===== config.mk =====
export PLATFORM = sky130hd
export DESIGN_NAME = fetch_unit
export DESIGN_NICKNAME = d
export VERILOG_FILES = /design/src/rtl/pipeline_pkg.sv /design/src/rtl/fetch_fifo.sv /design/src/rtl/fetch_unit.sv
export SDC_FILE = /design/constraint.sdc
export NUM_CORES = 1
export LEC_CHECK = 0
export BUFFER_PORTS_ARGS = -buffer_cell sky130_fd_sc_hd__buf_2
export CORE_MARGIN = 3
export CORE_UTILIZATION = 60
export DETAILED_ROUTE_END_ITERATION = 7
export GPL_TIMING_DRIVEN = 0
export PLACE_DENSITY = 0.82
export SYNTH_ARGS = -nofsm -noshare
export SYNTH_HDL_FRONTEND = slang
export SYNTH_SLANG_ARGS = --single-unit

===== constraint.sdc =====
create_clock -name clk -period 17.8 [get_ports clk]
set_input_delay 1.78 -clock clk [delete_from_list [all_inputs] [get_ports clk]]
set_output_delay 1.78 -clock clk [all_outputs]
set_load 0.02 [all_outputs]

===== src/rtl/pipeline_pkg.sv =====
// Shared constants and types for the RV32I pipeline.
package pipeline_pkg;

  localparam int unsigned XLEN = 32;

  localparam logic [XLEN-1:0] NOP_INSTR        = 32'h0000_0013;
  localparam logic [XLEN-1:0] RESET_PC_DEFAULT = 32'h0000_0000;

  typedef struct packed {
    logic [XLEN-1:0] instr;
    logic [XLEN-1:0] pc;
  } fetch_entry_t;

endpackage


===== src/rtl/fetch_fifo.sv =====
// Synchronous FIFO with flush and occupancy count; head is presented combinationally.
module fetch_fifo #(
  parameter int unsigned DEPTH = 3,
  parameter int unsigned WIDTH = 64
) (
  input  logic                       clk,
  input  logic                       rst_n,
  input  logic                       push,
  input  logic [WIDTH-1:0]           wdata,
  input  logic                       pop,
  input  logic                       flush,
  output logic [WIDTH-1:0]           rdata,
  output logic [$clog2(DEPTH+1)-1:0] count
);

  localparam int unsigned CW = $clog2(DEPTH + 1);
  localparam int unsigned PW = (DEPTH > 1) ? $clog2(DEPTH) : 1;

  logic [WIDTH-1:0] mem_q [DEPTH];
  logic [PW-1:0]    wr_ptr_q, rd_ptr_q;
  logic [CW-1:0]    count_q;

  // DEPTH need not be a power of two, so pointers wrap explicitly.
  function automatic logic [PW-1:0] ptr_inc(input logic [PW-1:0] p);
    return (p == PW'(DEPTH - 1)) ? '0 : p + 1'b1;
  endfunction

  always_ff @(posedge clk or negedge rst_n) begin
    if (!rst_n) begin
      wr_ptr_q <= '0;
      rd_ptr_q <= '0;
      count_q  <= '0;
    end else if (flush) begin
      wr_ptr_q <= '0;
      rd_ptr_q <= '0;
      count_q  <= '0;
    end else begin
      if (push) wr_ptr_q <= ptr_inc(wr_ptr_q);
      if (pop)  rd_ptr_q <= ptr_inc(rd_ptr_q);
      count_q <= count_q + CW'(push) - CW'(pop);
    end
  end

  always_ff @(posedge clk) begin
    if (push && !flush) mem_q[wr_ptr_q] <= wdata;
  end

  assign rdata = mem_q[rd_ptr_q];
  assign count = count_q;

  a_no_overflow: assert property (@(posedge clk) disable iff (!rst_n)
    !(push && !pop && !flush && count_q == CW'(DEPTH)));
  a_no_underflow: assert property (@(posedge clk) disable iff (!rst_n)
    !(pop && !flush && count_q == '0));

endmodule


===== src/rtl/fetch_unit.sv =====
// IF stage: owns the PC, issues credit-limited in-order imem requests and queues returned words.
module fetch_unit
  import pipeline_pkg::*;
#(
  parameter logic [XLEN-1:0] RESET_PC = RESET_PC_DEFAULT,
  parameter int unsigned     DEPTH    = 3
) (
  input  logic            clk,
  input  logic            rst_n,
  input  logic            stall_f,
  input  logic            pc_src_e,
  input  logic [XLEN-1:0] pc_target_e,
  output logic            imem_req,
  output logic [XLEN-1:0] imem_addr,
  input  logic            imem_gnt,
  input  logic            imem_rvalid,
  input  logic [XLEN-1:0] imem_rdata,
  output logic [XLEN-1:0] rd,
  output logic [XLEN-1:0] pc_f,
  output logic [XLEN-1:0] pcplus4_f,
  output logic            fetch_valid
);

  localparam int unsigned CW = $clog2(DEPTH + 1);

  logic [XLEN-1:0] next_pc_q, next_pc_d;
  logic [XLEN-1:0] stale_addr_q, stale_addr_d;
  logic            req_hold_q, req_hold_d;
  logic            stale_q, stale_d;
  logic [CW-1:0]   drop_q, drop_d;
  logic [CW-1:0]   count, inflight;
  logic [CW:0]     credit_used;
  logic            gnt, resp, q_push, q_pop;
  logic [XLEN-1:0] tag_pc;
  fetch_entry_t    q_wdata, q_rdata;

  // Outstanding-request PCs, popped by every response including dropped ones.
  fetch_fifo #(
    .DEPTH (DEPTH),
    .WIDTH (XLEN)
  ) u_tag_fifo (
    .clk   (clk),
    .rst_n (rst_n),
    .push  (gnt),
    .wdata (imem_addr),
    .pop   (resp),
    .flush (1'b0),
    .rdata (tag_pc),
    .count (inflight)
  );

  fetch_fifo #(
    .DEPTH ($bits(fetch_entry_t) > 0 ? DEPTH : 1),
    .WIDTH ($bits(fetch_entry_t))
  ) u_instr_fifo (
    .clk   (clk),
    .rst_n (rst_n),
    .push  (q_push),
    .wdata (q_wdata),
    .pop   (q_pop),
    .flush (pc_src_e),
    .rdata (q_rdata),
    .count (count)
  );

  assign credit_used = {1'b0, count} + {1'b0, inflight};
  assign imem_req    = rst_n & (req_hold_q | (credit_used < (CW + 1)'(DEPTH)));
  // A request held across a redirect keeps its original (now stale) address.
  assign imem_addr   = stale_q ? stale_addr_q : next_pc_q;

  assign gnt     = imem_req & imem_gnt;
  assign resp    = imem_rvalid & (inflight != '0);
  assign q_push  = resp & (drop_q == '0) & ~pc_src_e;
  assign q_pop   = fetch_valid & ~stall_f & ~pc_src_e;
  assign q_wdata = '{instr: imem_rdata, pc: tag_pc};

  assign fetch_valid = (count != '0);
  assign rd          = fetch_valid ? q_rdata.instr : NOP_INSTR;
  assign pc_f        = fetch_valid ? q_rdata.pc : '0;
  assign pcplus4_f   = fetch_valid ? q_rdata.pc + 32'd4 : '0;

  always_comb begin
    next_pc_d    = next_pc_q;
    stale_addr_d = stale_addr_q;
    stale_d      = stale_q;
    drop_d       = drop_q;
    req_hold_d   = imem_req & ~imem_gnt;
    if (pc_src_e) begin
      next_pc_d = pc_target_e;
      drop_d    = inflight + CW'(gnt) - CW'(resp);
      stale_d   = req_hold_d;
      if (req_hold_d) stale_addr_d = imem_addr;
    end else begin
      if (gnt) begin
        stale_d = 1'b0;
        if (!stale_q) next_pc_d = next_pc_q + 32'd4;
      end
      drop_d = drop_q + CW'(gnt & stale_q) - CW'(resp & (drop_q != '0));
    end
  end

  always_ff @(posedge clk or negedge rst_n) begin
    if (!rst_n) begin
      next_pc_q    <= RESET_PC;
      stale_addr_q <= '0;
      stale_q      <= 1'b0;
      req_hold_q   <= 1'b0;
      drop_q       <= '0;
    end else begin
      next_pc_q    <= next_pc_d;
      stale_addr_q <= stale_addr_d;
      stale_q      <= stale_d;
      req_hold_q   <= req_hold_d;
      drop_q       <= drop_d;
    end
  end

endmodule


======== Word-level counts from Yosys, hierarchy flattened ========
Memories as Yosys holds them, arrays and structs flattened.
Cells that the tools add are included.
word-level totals
  register bits ........................... 80
  bits in writable memories ............... 288
  input port bits ......................... 70
  output and inout bits ................... 130
  word-level logic and storage cells ...... 80
  memories kept ........................... 2
memory list
  name                words  width  rd ports  clocked after memory_dff  write ports  line              RTL
  u_instr_fifo.mem_q  3      64     1         0                         1            fetch_fifo.sv:19  logic [WIDTH-1:0] mem_q [DEPTH];
  u_tag_fifo.mem_q    3      32     1         0                         1            fetch_fifo.sv:19
cells by class
  $add $sub $neg .......................... 13
  magnitude comparators ................... 1
  equality and inequality tests ........... 5
  mux-type cells .......................... 23
  bitwise gates (word level) .............. 14
  reductions and logical operators ........ 11
operators with widths
  operator                 count
  $mux W32                 7
  $add A32 B3 Y32 const B  2
  $mux W2                  10
  $reduce_bool A2 Y1       6
  $and A1 B1 Y1            10
  $add A2 B1 Y2 const B    4
  $eq A2 B2 Y1 const B     4
  $add A2 B1 Y2            3
  $mux W1                  6
  $sub A2 B1 Y2            3
  $reduce_and A2 Y1        2
  $add A2 B2 Y3            1
  $lt A3 B2 Y1 const B     1
  $not A1 Y1               3
  $logic_not A2 Y1         1
  $ne A2 B2 Y1 const B     1
  $logic_and A1 B1 Y1      1
  $logic_not A1 Y1         1
  $or A1 B1 Y1             1

======== Depth between registers and ports, before layout ========
  depth after elaboration ................. 9
  mapped depth ............................ 14
  mapped depth without buffers ............ 12

======== By module ========
From an unflattened synthesis, not the netlist that was laid out.
unflattened totals
  cells, all modules ...................... 1206
  area, all modules ....................... 16130.5 sq um
by module, submodules not included
  module                     instances  cells an instance  area each (sq um)
  fetch_fifo (u_instr_fifo)  1          435                7409.6
  fetch_unit                 1          539                4822.1
  fetch_fifo (u_tag_fifo)    1          232                3898.7

======== Worst setup path after synthesis ========
No wires, ideal clock.
  kind .................................... input to register
  start ................................... input imem_rvalid
  end ..................................... memory u_instr_fifo.mem_q[2][0] (enable)
  setup time .............................. 666 ps
  arrival ................................. 8808 ps
  required time ........................... 17134 ps
  slack ................................... 8326 ps
  cell stages on the path ................. 4
  buffers on the path ..................... 0
  path through ............................ o21ai_0 -> inv_1 -> nand2_1 -> nor4b_1
on the way
  longest elaborated chain between the ends .. 6
ends and longest elaborated chain
  what                           line              RTL
  start, declared                fetch_unit.sv:16  input logic imem_rvalid,
  $and A1 B1 Y1                  fetch_unit.sv:72  assign resp = imem_rvalid & (inflight != '0);
  via resp                       fetch_unit.sv:33  logic gnt, resp, q_push, q_pop;
  $and A1 B1 Y1 (2 in a row)     fetch_unit.sv:73  assign q_push = resp & (drop_q == '0) & ~pc_src_e;
  $logic_and A1 B1 Y1            fetch_fifo.sv:45  if (push && !flush) mem_q[wr_ptr_q] <= wdata;
  $mux W1                        fetch_fifo.sv:45
  $mux W1 (not written as such)  fetch_fifo.sv:45
  end, declared                  fetch_fifo.sv:19
The timed path passes the listed nets, and every way through them passes these cells.

======== Final worst setup path ========
  start ................................... register u_instr_fifo.rd_ptr_q[0]
  end ..................................... output pcplus4_f[28]
on the way
  longest elaborated chain between the ends .. 3
ends and longest elaborated chain
  what                    line              RTL
  start, declared         fetch_fifo.sv:20  logic [PW-1:0] wr_ptr_q, rd_ptr_q;
  start signal, assigned  fetch_fifo.sv:39  if (pop) rd_ptr_q <= ptr_inc(rd_ptr_q);
  $mem_v2 Z3 W64          -
  $add A32 B3 Y32         fetch_unit.sv:80  assign pcplus4_f = fetch_valid ? q_rdata.pc + 32'd4 : '0;
  $mux W32                fetch_unit.sv:80
  end, declared           fetch_unit.sv:20  output logic [XLEN-1:0] pcplus4_f,
Every way passes these cells.

==> results.json <==
{
  "fin_crit_ns": 6.27,
  "r2r_end": "next_pc_q[24]$_DFFE_PN0P_",
  "setup_violations": 0,
  "viasPerCell": 5.80,
  "whs_endpoint": "stale_addr_q[2]$_DFFE_PN0P_",
  "holdPathStages": 1,
  "finClkSkew_ns": 0.0167,
  "portBuffers": 199,
  "grt_antenna_before_repair": 0,
  "antenna_cells": 0,
  "min-delay-path-class": "reg -> reg",
  "path_cells": "buf_4 > buf_4 > buf_4 > buf_4 > mux2i_1 > o21a_1 > inv_1 > ha_1 > o211ai_1 > nor4_1 > buf_2 > nand2_1 > nor4_1 > mux2_1 > buf_2",
  "rrSetupSlack_ns": 14.33,
  "tightestPinTransition_ns": 1.02,
  "area_delta_synth_final_pct": 19.0,
  "synth_xor_area_share_pct": 2.48,
  "groute.usage.overall_pct": 25.7,
  "critPathLaunchType": "flop",
  "grt_pass1_vias": 10500,
  "syn_area_per_cell_um2": 13.7,
  "grt_max_degree": 45,
  "end_kind": "output pin",
  "syn_area_um2": 15900,
  "r2r_start": "u_instr_fifo.count[0]$_DFF_PN0_",
  "coreArea_um2": 25600,
  "wl_mm": 37.3,
  "nets": 1521,
  "final_max_slew_viol_count": 0,
  "final_common_cell": "edfxtp_1",
  "dieArea_um2": 28500,
  "cellLeakagePower_nw": 7.25,
  "std_cell_rows": 58,
  "seqPwrFrac_pct": 42.7,
  "post_drt_wl_per_cell_um": 20.7,
  "criticalPathCategory": "reg -> out",
  "htree_levels": 2,
  "synth_cells": 1165,
  "powerDensity_nw_per_um2": 142,
  "drt-pass1-iter-count": 7,
  "yosysSeqAreaShare_pct": 66.9,
  "die_h_um": 169,
  "clock-root-buffer": "clkbuf_16",
  "cp_slowest_stage_delay_ns": 0.62,
  "synth_top_family_by_area": "multiplexers",
  "die_w_um": 169,
  "drt_iter0_drc": 926,
  "slew_headroom_pct": 32.0,
  "hold_violations": 0,
  "p_total_mw": 2.69,
  "ys_types": 55,
  "synthesis.nets": 1245,
  "status": "finished, final reports clean",
  "combPwrFrac_pct": 28.5,
  "reg2reg_depth": 8,
  "drcViolationCount": 0,
  "path_clk_slew_ns": 0.06,
  "clock-sinks": 368,
  "grt_setup_unrepaired": "false",
  "clk_path_buf_depth": 3,
  "ios": 200,
  "muxShareOfSynthArea_pct": 13.5,
  "initial_core_util_pct": 62.1,
  "post-cts-setup-buffers": 0,
  "p_sw_share_pct": 32.3,
  "p_switching_uw": 868,
  "post-route-period-util_pct": 35.2,
  "async_reset_ff_share_pct": 21.7,
  "internal-power_mw": 1.82,
  "synth_warnings": 0,
  "grt-ovfl-total": 0,
  "cpMostUsedCell": "buf_4",
  "clk_latency_ns": 0.53,
  "cts_hold_buf": 0,
  "cp_max_fo": 10,
  "ctsResizeCount": 0,
  "power.share.clock_pct": 28.8,
  "synth_flop_cell": "edfxtp_1",
  "synth_edf_count": 288,
  "synth_fa_ha_area_share_pct": 0.834,
  "layout-drive-gt1-share_pct": 29.3,
  "cts_tree": "yes",
  "fmax_ghz": 0.160,
  "hp-start": "stale_addr_q[2]$_DFFE_PN0P_",
  "peakVddDrop_v": 0.000104,
  "maxCapViolCount": 0,
  "yosys.area_share.simple_pct": 9.48,
  "arrival_ns": 4.49,
  "cpMaxStageDelayCell": "nor4_1",
  "cp-startpoint": "u_instr_fifo.rd_ptr_q[0]$_DFFE_PN0P_",
  "worstPathRequired_ns": 16.02,
  "synth_compound_area_share_pct": 4.62,
  "grt_pass1_wl_mm": 57.9,
  "synth-seq-cells": 368,
  "antenna_left": 0,
  "dr_total_vias": 10400,
  "cts-buffers-inserted": 38,
  "place_hpwl_mm": 26.7,
  "tns_ns": 0,
  "most-common-layout-cells": "edfxtp_1, buf_2, nor2_1",
  "gp_congestion": 0.870
}
-- kinds of logic after synthesis --
group,count (synthesis)
adder cells (fa/ha/maj),10
buffers and inverters,79
multiplexers,199
XOR/XNOR,45
flip-flops,368
AO/OA/AOI/OAI,137
AND/OR/NAND/NOR,327
-- cells in the mapped netlist, drive strengths merged, types with 2 or more instances --
cell	count	area (um^2)
edfxtp	288	8650
nor2	131	492
mux2	103	1170
nand2	99	372
mux2i	96	977
dfrtp	80	2000
o21ai	75	375
a21oi	45	225
clkbuf	33	124
buf	31	166
xnor2	27	236
xor2	18	158
nor4	17	128
inv	15	56.3
nand3	14	75.1
and2	12	75.1
nand4	12	75.1
nor3	12	60.1
ha	9	113
nor2b	4	25.0
o21a	4	30.0
a21o	3	22.5
nand4b	3	26.3
nor3b	3	22.5
or3	3	23.8
and3	2	12.5
nand2b	2	12.5
nand3b	2	15.0
nor4b	2	17.5
o211ai	2	15.0
o31ai	2	15.0
o41ai	2	17.5
or2	2	12.5
or4	2	18.8
or4b	2	20.0
-- through the flow --
stage               std cells  util [%]  cell area, um^2  worst slack (ns)  hold WS, ns
floorplan                1165         -            15900              8.33        0.474
global placement         1694      67.6            17300              3.85        0.481
detailed placement       1731      69.1            17700             12.14        0.487
CTS                      1800      73.9            18900             11.55        0.505
global route             1800      73.9            18900             11.39        0.511
finish                   1800      73.9            18900             11.53        0.505
-- worst max-delay path: cells and delay by family, from the launching register on --
| kind | cells | cell delay, ns |
|---|---|---|
| AO/OA/AOI/OAI | 2 | 0.34 |
| adder cells (fa/ha/maj) | 1 | 0.23 |
| buffers and inverters | 7 | 1.51 |
| flip-flops | 1 | 0.35 |
| multiplexers | 2 | 0.47 |
| AND/OR/NAND/NOR | 3 | 1.07 |
-- worst max-delay path by stage --
stage,to,slack (ns)
after detailed placement,pcplus4_f[28],12.14
after global placement,u_instr_fifo.mem_q[1][53]$_DFFE_PP_,3.85
final,pcplus4_f[28],11.53
after global routing,pcplus4_f[28],11.39
after CTS,pcplus4_f[28],11.55
after floorplan,u_instr_fifo.mem_q[2][0]$_DFFE_PP_,8.33
-- flip-flops by register name (all words and copies together) (netlist names) --
register / count
stale_q: 1
u_tag_fifo.mem_q: 96
stale_addr_q: 32
next_pc_q: 32
req_hold_q: 1
u_instr_fifo.wr_ptr_q: 2
drop_q: 2
u_instr_fifo.count: 2
u_instr_fifo.rd_ptr_q: 2
u_tag_fifo.wr_ptr_q: 2
u_instr_fifo.mem_q: 192
u_tag_fifo.count: 2
u_tag_fifo.rd_ptr_q: 2
-- layer usage --
metal  up-vias  GRT usage (%)  share of wire [%]
met5         -              0                  0
met4         0           7.40                2.6
met3        66           3.97                8.0
met2       437           43.9                 49
met1      5135           34.7                 40
li1       4809              -                  -
-- final cells by class --
class	count	area, um^2
sequential	368	10700
multi-input combinational	718	4950
clock inverter	21	171
clock buffer	48	1060
timing repair buffer	236	1340
buffer	64	290
inverter	15	56.3
fill	1620	6690
tap	330	413
-- power by group through the flow --
stage	combinational [mW]	clock, mW	sequential, mW
finish	0.768	0.775	1.15
global route	0.830	0.820	1.16
CTS	0.767	0.782	1.15
detailed placement	0.757	0	1.16
global placement	0.714	0	1.17
floorplan	0.503	0	1.16
(Power assumes the default switching activity.)
